[src/rtl/fpmac_seq.sv]
// fpmac_seq: operand sequencer and result collector for the pipelined fp16 MAC.
// Streams (activation, weight) pairs into interleaved partial-sum lanes,
// drains the MAC pipeline, reduces the lanes through the same MAC and
// presents a single fp16 dot product with overflow/subnormal status.
//
// Optional feature: define FPMAC_SEQ_RELU_EN to clamp negative results to
// +0 on res_data (status flags are never altered).
//
// state   | meaning
// --------+-------------------------------------------------------------
// S_RUN   | accepting pairs, one per cycle, lane k mod LANES
// S_DRAIN | last pair taken, waiting for in-flight lane results
// S_REDUCE| reduction op for lane i is on the mac_* operands
// S_RWAIT | waiting for the reduction op to come back on mac_out
// S_DONE  | dot product presented, waiting for res_ready
module fpmac_seq #(
    parameter int MAC_LAT = 12
) (
    input  logic        CLK,
    input  logic        RST,
    input  logic        in_valid,
    output logic        in_ready,
    input  logic [15:0] in_data,
    input  logic [15:0] in_weight,
    input  logic        in_last,
    output logic [15:0] mac_in,
    output logic [15:0] mac_weight,
    output logic [15:0] mac_acc,
    input  logic [15:0] mac_out,
    input  logic        mac_overflow,
    input  logic        mac_sub,
    output logic        res_valid,
    input  logic        res_ready,
    output logic [15:0] res_data,
    output logic        res_overflow,
    output logic        res_sub
);

    localparam int LANES = MAC_LAT + 1;
    localparam int LW    = $clog2(LANES);
    localparam int CW    = $clog2(MAC_LAT + 1);
    localparam logic [15:0] FP16_ONE = 16'h3C00;

    typedef enum logic [2:0] {
        S_RUN    = 3'd0,
        S_DRAIN  = 3'd1,
        S_REDUCE = 3'd2,
        S_RWAIT  = 3'd3,
        S_DONE   = 3'd4
    } state_t;

    state_t         state_q, state_d;

    logic [15:0]    lane_q   [LANES];
    logic [15:0]    lane_fwd [LANES];
    logic [LW-1:0]  lane_idx_q, lane_idx_d;
    logic [LW-1:0]  red_idx_q, red_idx_d;
    logic [LW-1:0]  red_nxt;
    logic [15:0]    running_q, running_d;
    logic           ovf_q;
    logic           sub_q, sub_d;
    logic           clear_vec;

    logic [15:0]    mac_in_q, mac_in_d;
    logic [15:0]    mac_weight_q, mac_weight_d;
    logic [15:0]    mac_acc_q, mac_acc_d;
    logic           iss_v_q, iss_v_d;
    logic [LW-1:0]  iss_lane_q, iss_lane_d;

    logic [MAC_LAT-1:0] tag_v_q;
    logic [LW-1:0]      tag_lane_q [MAC_LAT];
    logic               tag_out_v;
    logic [LW-1:0]      tag_out_lane;

    logic [CW-1:0]  infl_q, infl_d;
    logic           drain_empty;
    logic [15:0]    res_val;

    assign tag_out_v    = tag_v_q[MAC_LAT-1];
    assign tag_out_lane = tag_lane_q[MAC_LAT-1];
    assign red_nxt      = red_idx_q + 1'b1;

    // Lane view including the result landing this cycle, so a lane reused
    // exactly LANES cycles later (or read at drain exit) sees the fresh sum.
    always_comb begin
        for (int j = 0; j < LANES; j++) begin
            lane_fwd[j] = (tag_out_v && (tag_out_lane == LW'(j))) ? mac_out : lane_q[j];
        end
    end

    // Nothing left in flight once this cycle's writeback (if any) lands.
    assign drain_empty = !iss_v_q && (infl_q == {{(CW-1){1'b0}}, tag_out_v});

    // Next-state, operand and issue-tag selection.
    always_comb begin
        state_d      = state_q;
        lane_idx_d   = lane_idx_q;
        red_idx_d    = red_idx_q;
        running_d    = running_q;
        sub_d        = sub_q;
        clear_vec    = 1'b0;
        mac_in_d     = 16'h0000;
        mac_weight_d = 16'h0000;
        mac_acc_d    = 16'h0000;
        iss_v_d      = 1'b0;
        iss_lane_d   = '0;

        case (state_q)
            S_RUN: begin
                if (in_valid) begin
                    mac_in_d     = in_data;
                    mac_weight_d = in_weight;
                    mac_acc_d    = lane_fwd[lane_idx_q];
                    iss_v_d      = 1'b1;
                    iss_lane_d   = lane_idx_q;
                    lane_idx_d   = (lane_idx_q == LW'(LANES - 1)) ? '0 : lane_idx_q + 1'b1;
                    if (in_last) begin
                        state_d = S_DRAIN;
                    end
                end
            end
            S_DRAIN: begin
                if (drain_empty) begin
                    running_d    = lane_fwd[0];
                    red_idx_d    = LW'(1);
                    mac_in_d     = lane_fwd[1];
                    mac_weight_d = FP16_ONE;
                    mac_acc_d    = lane_fwd[0];
                    iss_v_d      = 1'b1;
                    iss_lane_d   = LW'(1);
                    state_d      = S_REDUCE;
                end
            end
            S_REDUCE: begin
                state_d = S_RWAIT;
            end
            S_RWAIT: begin
                if (tag_out_v) begin
                    running_d = mac_out;
                    sub_d     = mac_sub;
                    if (red_idx_q == LW'(LANES - 1)) begin
                        state_d = S_DONE;
                    end else begin
                        red_idx_d    = red_nxt;
                        mac_in_d     = lane_fwd[red_nxt];
                        mac_weight_d = FP16_ONE;
                        mac_acc_d    = mac_out;
                        iss_v_d      = 1'b1;
                        iss_lane_d   = red_nxt;
                        state_d      = S_REDUCE;
                    end
                end
            end
            S_DONE: begin
                if (res_ready) begin
                    clear_vec  = 1'b1;
                    lane_idx_d = '0;
                    red_idx_d  = '0;
                    running_d  = 16'h0000;
                    sub_d      = 1'b0;
                    state_d    = S_RUN;
                end
            end
            default: begin
                state_d = S_RUN;
            end
        endcase
    end

    // In-flight count tracks tags in the pipe: +1 on issue, -1 on return.
    assign infl_d = infl_q + CW'(iss_v_q) - CW'(tag_out_v);

    // Control state, indices, running sum and status flags.
    always_ff @(posedge CLK or negedge RST) begin
        if (!RST) begin
            state_q    <= S_RUN;
            lane_idx_q <= '0;
            red_idx_q  <= '0;
            running_q  <= 16'h0000;
            sub_q      <= 1'b0;
            ovf_q      <= 1'b0;
            infl_q     <= '0;
        end else begin
            state_q    <= state_d;
            lane_idx_q <= lane_idx_d;
            red_idx_q  <= red_idx_d;
            running_q  <= running_d;
            sub_q      <= sub_d;
            infl_q     <= infl_d;
            if (clear_vec) begin
                ovf_q <= 1'b0;
            end else if (tag_out_v && mac_overflow) begin
                ovf_q <= 1'b1;
            end
        end
    end

    // Registered MAC operands and the issue tag that travels with them.
    always_ff @(posedge CLK or negedge RST) begin
        if (!RST) begin
            mac_in_q     <= 16'h0000;
            mac_weight_q <= 16'h0000;
            mac_acc_q    <= 16'h0000;
            iss_v_q      <= 1'b0;
            iss_lane_q   <= '0;
        end else begin
            mac_in_q     <= mac_in_d;
            mac_weight_q <= mac_weight_d;
            mac_acc_q    <= mac_acc_d;
            iss_v_q      <= iss_v_d;
            iss_lane_q   <= iss_lane_d;
        end
    end

    // Tag pipe: output lines up with the MAC result MAC_LAT cycles after issue.
    always_ff @(posedge CLK or negedge RST) begin
        if (!RST) begin
            tag_v_q <= '0;
            for (int k = 0; k < MAC_LAT; k++) begin
                tag_lane_q[k] <= '0;
            end
        end else begin
            tag_v_q[0]    <= iss_v_q;
            tag_lane_q[0] <= iss_lane_q;
            for (int k = 1; k < MAC_LAT; k++) begin
                tag_v_q[k]    <= tag_v_q[k-1];
                tag_lane_q[k] <= tag_lane_q[k-1];
            end
        end
    end

    // Partial-sum lanes: written back from tagged results, cleared on handshake.
    always_ff @(posedge CLK or negedge RST) begin
        if (!RST) begin
            for (int j = 0; j < LANES; j++) begin
                lane_q[j] <= 16'h0000;
            end
        end else if (clear_vec) begin
            for (int j = 0; j < LANES; j++) begin
                lane_q[j] <= 16'h0000;
            end
        end else begin
            for (int j = 0; j < LANES; j++) begin
                lane_q[j] <= lane_fwd[j];
            end
        end
    end

    // Result presentation, optionally clamping negative sums to +0.
    always_comb begin
`ifdef FPMAC_SEQ_RELU_EN
        res_val = running_q[15] ? 16'h0000 : running_q;
`else
        res_val = running_q;
`endif
    end

    assign in_ready     = (state_q == S_RUN);
    assign res_valid    = (state_q == S_DONE);
    assign res_data     = res_valid ? res_val : 16'h0000;
    assign res_overflow = res_valid & ovf_q;
    assign res_sub      = res_valid & sub_q;
    assign mac_in       = mac_in_q;
    assign mac_weight   = mac_weight_q;
    assign mac_acc      = mac_acc_q;

endmodule
[config.mk]
export PLATFORM = sky130hd
export DESIGN_NAME = fpmac_seq
export DESIGN_NICKNAME = d
export VERILOG_FILES = /design/src/rtl/fpmac_seq.sv
export SDC_FILE = /design/constraint.sdc
export NUM_CORES = 1
export LEC_CHECK = 0
export BUFFER_PORTS_ARGS = -buffer_cell sky130_fd_sc_hd__buf_2
export CORE_UTILIZATION = 60
export CTS_CLUSTER_DIAMETER = 60
export DETAILED_ROUTE_END_ITERATION = 8
export MAX_ROUTING_LAYER = met4
export PLACE_DENSITY = 0.91
export SETUP_SLACK_MARGIN = 0.3
export SLEW_MARGIN = 10
export SYNTH_ARGS = -nofsm -noshare
export SYNTH_HDL_FRONTEND = slang
export SYNTH_SLANG_ARGS = --single-unit
[constraint.sdc]
create_clock -name CLK -period 4.7 [get_ports CLK]
set_clock_uncertainty 0.15 [all_clocks]
set_input_delay 0.94 -clock CLK [delete_from_list [all_inputs] [get_ports CLK]]
set_output_delay 0.94 -clock CLK [all_outputs]
set_load 0.01 [all_outputs]
### Yosys cells after proc, flatten, opt, wreduce, memory -nomap -nowiden

Index checks and enable logic that the tools add are counted.

* add/subtract/negate cells: 4
* shift operators: 0
* bitwise operators: 4
* multiply operators: 0
* reductions and logical operators: 27
* eq/ne operators: 25
* mux-type cells: 72
* div/mod/pow operators: 0
* order comparisons: 2

Operators by type and width (count)
* 16-bit 2-to-1 mux: 30
* 208-bit 2-to-1 mux: 1
* 16-bit case mux with 3 select lines: 4
* 16-bit binary-select mux with 4-bit select: 2
* 14-bit 2-to-1 mux: 3
* 4-bit 2-to-1 mux: 9
* 4-bit equality test (second input constant): 7
* 4-bit case mux with 3 select lines: 2
* 3-bit 2-to-1 mux: 6
* 4-bit by 3-bit equality test with 1-bit output (second input constant): 4
* 1-bit logical AND: 15
* 3-bit case mux with 5 select lines: 1
* 1-bit 2-to-1 mux: 11
* 5-bit >= comparator (second input constant): 2
* 4-bit inverter with 5-bit output: 2
* 5-bit AND reduction: 2
* 4-bit by 1-bit adder with 4-bit output (second input constant): 2
* 4-bit by 2-bit equality test with 1-bit output (second input constant): 2
* 2-bit != test (second input constant): 4
* 4-bit case mux with 2 select lines: 1
* 3-bit by 2-bit equality test with 1-bit output (second input constant): 2
* 3-bit AND reduction: 2
* 2-bit nonzero test: 3
* 4-bit by 1-bit adder with 4-bit output: 1
* other kinds (14): 16

* memory bits (writable): 0
* bits in read-only memories: 0
* flip-flop bits (word level): 354
* logic and storage cells: 172
* memories kept: 0
* bits in latches: 0
* output and inout bits: 68

### Logic depth before layout (Yosys ltp)

* word-level depth: 9
* mapped depth: 11
* gate-level depth less buffers: 8

### Worst setup path after synthesis

Ideal clock, no wire load.

* path kind: register to register
* start: register red_idx_q[0]
* end: register mac_in_q[5], in the netlist mac_in[5]
* stages on the path, launching flop included: 11
* arrival: 2.376 ns
* buffers on the path: 3
* setup time: 0.135 ns
* setup slack: 2.040 ns
* cells stage by stage: dfrtp_1 clkinv_1 ha_1 clkbuf_1 inv_1 clkbuf_1 nor3_1 clkbuf_1 a22oi_1 o21ai_0 a32oi_1

* cells in the longest elaborated chain, start to end: 8
* elaborated cells between the ends (all ways): 9
* those cells by class: 1 x add/sub; 1 x eq/ne; 6 x mux; 1 x bitwise

Ends and longest elaborated chain
* from (decl): line 57 `logic [LW-1:0] red_idx_q, red_idx_d;`
* from (signal assigned): line 186 `red_idx_q <= red_idx_d;`
* 4-bit by 1-bit adder with 4-bit output: line 81 `assign red_nxt = red_idx_q + 1'b1;`
* 4-bit inverter with 5-bit output (implied by the code): line 145 `mac_in_d = lane_fwd[red_nxt];`
* 16-bit binary-select mux with 4-bit select: line 145
* 16-bit 2-to-1 mux (implied by the code) (2 in a row): line 145
* 16-bit 2-to-1 mux *: line 141 `if (red_idx_q == LW'(LANES - 1)) begin`
* 16-bit 2-to-1 mux *: line 138 `if (tag_out_v) begin`
* 16-bit case mux with 3 select lines *: line 108 `case (state_q)`
* named net mac_in_d[5]: line 64 `logic [15:0] mac_in_q, mac_in_d;`
* to (signal assigned): line 207 `mac_in_q <= mac_in_d;`
* to (decl): line 64

Mark *: on every way through the listed nets, which the timed path passes. The rest lies on a longest branch. The select of a mux whose other input is x is not followed.
A chain may end at the register's enable or synchronous reset.

### Worst setup path in the final report

* start: register tag_lane_q (netlist bit tag_out_lane[0])
* end: register mac_acc_q[12], in the netlist mac_acc[12]

* cells in the longest elaborated chain, start to end: 8
* elaborated cells between the ends (all ways): 45
* those cells by class: 12 x eq/ne; 19 x mux; 14 x reduce/logical

Ends and longest elaborated chain
* from (decl): line 71 `logic [LW-1:0] tag_lane_q [MAC_LAT];`
* from (signal, indexed assignment): line 227 `tag_lane_q[k] <= tag_lane_q[k-1];`
* 4-bit equality test (tied with other cells): line 87 `lane_fwd[j] = (tag_out_v && (tag_out_lane == LW'(j))) ? mac_out : lane_q[j];`
* 1-bit logical AND: line 87
* 16-bit 2-to-1 mux: line 87
* 16-bit binary-select mux with 4-bit select: line 113 `mac_acc_d = lane_fwd[lane_idx_q];`
* 16-bit 2-to-1 mux (implied by the code) (2 in a row): line 113
* 16-bit 2-to-1 mux: line 110 `if (in_valid) begin`
* 16-bit case mux with 3 select lines *: line 108
* named net mac_acc_d[12]: line 66 `logic [15:0] mac_acc_q, mac_acc_d;`
* to (signal assigned): line 209 `mac_acc_q <= mac_acc_d;`
* to (decl): line 66

Marked as above.

==> results_dict.tcl <==
set metrics [dict create \
    drt_iter0_drc 2858 \
    cts_tree "yes" \
    fin_setup_tns_ns 0 \
    slowest_delay_ns 1.12 \
    period_minus_slack_ns 4.03 \
    yosysMostFrequentCell "dfrtp_1" \
    hold_path.class "flip-flop to flip-flop" \
    min_to "tag_lane_q[23]$_DFF_PN0_" \
    worst_pin_slew_ns 1.42 \
    sw_frac_of_total_pct 45.5 \
    grt_max_degree 122 \
    ys_warn_count 0 \
    power.clock.fraction_pct 21.8 \
    crit_family "compound AO/OA/AOI/OAI gates" \
    ys.flop_type "dfrtp_1" \
    min_from "tag_lane_q[27]$_DFF_PN0_" \
    rrSetupSlack_ns 0.67 \
    crit_start "tag_out_lane[0]$_DFF_PN0_" \
    synth_area_per_cell_um2 9.24 \
    path_cells "nand3_1 -> o21ai_1 -> buf_4 -> o221ai_1 -> a221oi_1 -> nor3_1 -> o311ai_1" \
    synth_top_cell_area_share_pct 49.0 \
    via_per_inst 7.45 \
    internal_power_w 0.00747 \
    start_util_pct 61.0 \
    ys_types 79 \
    gp_congestion 1.08 \
    drt-total-wl_um 70900 \
    rsz0062_at_grt "no" \
    cp.required_ns 4.93 \
    antenna_found_initial 4 \
    cp_max_fo 18 \
    io_buffers 122 \
    cts_setup_buffers 0 \
    finalMaxSlewViolations 0 \
    cts_hold_buf 0 \
    final_cells 2404 \
    r2r-start "tag_out_lane[0]$_DFF_PN0_" \
    cts.sinks 354 \
    area_delta_synth_final_pct 11.1 \
    pin_count 123 \
    clock_latency_ns 0.54 \
    drt_pass1_iterations 8 \
    final_antenna_net_count 0 \
    cts_made_buffers 39 \
    crit_type "flip-flop to flip-flop" \
    syn_nets 2020 \
    dieWidth_um 176 \
    worst_setup_path_start_kind "flip-flop" \
    grt_pass1_vias 17200 \
    comb_power_share_pct 45.6 \
    setup_viol 0 \
    fmax_mhz 248 \
    die_h_um 176 \
    pwr-share-seq_pct 32.7 \
    reg2regPathDepth 7 \
    cts_resized 0 \
    core.rowCount 63 \
    end_kind "flip-flop" \
    crit_buf_inv 1 \
    dp_hpwl_um 45400 \
    ir_drop_mv 0.372 \
    cts.clk_slew.worst_paths_ns 0.07 \
    p_leak_nw 8.79 \
    arrival_ns 4.26 \
    h-tree-depth 2 \
    clockBufferDepth 3 \
    via_count 17900 \
    powerDensity_mw_per_mm2 682 \
    min_period_over_period_pct 85.7 \
    post_drt_wl_per_cell_um 29.5 \
    grt_pass1_wl_um 107000 \
    die_area_mm2 0.0308 \
    synth_area_leaders "dfrtp_1, mux2i_1, nor2_1, o21ai_0, a21oi_1" \
    ys_async_sr_fraction_pct 100 \
    synth_edf_count 0 \
    hold_violations 0 \
    run_status "complete, no violations" \
    synth_top_area_cell "dfrtp_1" \
    maxCapViolations 0 \
    ys_top_cells_by_count "dfrtp_1, nor2_1, o21ai_0" \
    nets 2046 \
    r2r-end "mac_acc[12]$_DFF_PN0_" \
    root_buffer "clkbuf_16" \
    grt.total_usage_pct 47.9 \
    drive_above_1_share_pct 13.5 \
    crit_slowest_cell "nand3_1" \
    route.detailed.drc 0 \
    gr-total-overflow 0 \
    p_switching_w 0.00622 \
    dp_cells 2330 \
    core_area_mm2 0.0296 \
    hold_depth 0 \
    ys_seq_area_share_pct 49.0 \
    synth_area_mm2 0.0181 \
    ys_ff_latch 354 \
    syn_inst 1955 \
    relSlewSlack_pct 5.10 \
]
## logic make-up (layout without fill, tap and decap cells)
kind of cell             after synthesis  in the layout  synth area share [%]
adder cells (fa/ha/maj)               10             10                 0.734
flip-flops                           354            354                  49.0
multiplexers                         113            113                  6.31
other                                  0              5                     0
XOR/XNOR                              11             11                 0.533
AND/OR/NAND/NOR                      575            575                  14.7
buffers and inverters                222            276                  5.12
AO/OA/AOI/OAI                        670            670                  23.6
## power groups by stage
stage	registers, W	logic [W]	clock network [W]
2_1_floorplan	0.00419	0.00376	0
3_3_place_gp	0.00443	0.00564	0
3_5_place_dp	0.00445	0.00575	0
4_1_cts	0.00442	0.00579	0.00297
5_1_grt	0.00451	0.00641	0.00309
6_report	0.00447	0.00624	0.00298
## through the flow
stage | setup slack [ns] | total power, W | utilization, % | area [µm²] | hold slack [ns]
after floorplan | 2.04 | 0.00794 | - | 18100 | 0.181
after global placement | 1.00 | 0.0101 | 63.6 | 18800 | 0.181
after detailed placement | 1.01 | 0.0102 | 63.6 | 18800 | 0.185
after CTS | 0.979 | 0.0132 | 67.7 | 20100 | 0.195
after global routing | 0.670 | 0.0140 | 67.7 | 20100 | 0.201
final | 0.671 | 0.0137 | 67.8 | 20100 | 0.193
## worst max-delay path by stage
stage	slack (ns)	cells past startpoint	to
2_1_floorplan	2.04	10	mac_in[5]$_DFF_PN0_
5_1_grt	0.67	7	mac_acc[12]$_DFF_PN0_
3_5_place_dp	1.01	7	mac_acc[12]$_DFF_PN0_
4_1_cts	0.98	6	mac_in[15]$_DFF_PN0_
3_3_place_gp	1.00	6	mac_in[15]$_DFF_PN0_
6_report	0.67	7	mac_acc[12]$_DFF_PN0_
## sequential cells by signal, indices dropped and copies added, names as in the netlist, 12 cells and up
signal / flops
tag_v_q: 12
res_val: 16
mac_weight: 16
lane_q: 208
mac_acc: 16
tag_lane_q: 44
mac_in: 16
## cell usage in the layout, fill, tap and decap left out, types with 9 or more instances in the layout
master,count
a211oi_1,19
a21oi_1,154
a221oi_1,35
a22oi_1,55
a2bb2oi_1,12
a31oi_1,14
and2_1,31
and3_1,15
buf_2,121
buf_4,50
clkbuf_16,39
clkbuf_8,10
dfrtp_1,354
ha_1,9
inv_1,31
mux2i_1,106
nand2_1,117
nand3_1,26
nor2_1,243
nor3_1,87
nor4_1,9
o21ai_0,162
o21ai_1,20
o221ai_1,25
o22ai_1,80
o32ai_1,10
## routing by layer
metal / up-vias / global-route usage (%) / part of all wire (%)
met5: - / - / 0
met1: 8441 / 59.8 / 34
met2: 1784 / 65.6 / 41
met4: 0 / 33.5 / 9.1
met3: 496 / 15.8 / 16
li1: 7192 / - / -
## final cells by class
| type | count | area (µm²) |
|---|---|---|
| Fill cell | 2357 | 9560 |
| Sequential cell | 354 | 8860 |
| Multi-Input combinational cell | 1379 | 8340 |
| Clock buffer | 57 | 1140 |
| Timing Repair Buffer | 174 | 1040 |
| Tap cell | 390 | 488 |
| Inverter | 33 | 124 |
| Clock inverter | 12 | 82.6 |
| Antenna cell | 5 | 12.5 |
Power figures use the tool's default switching activity.
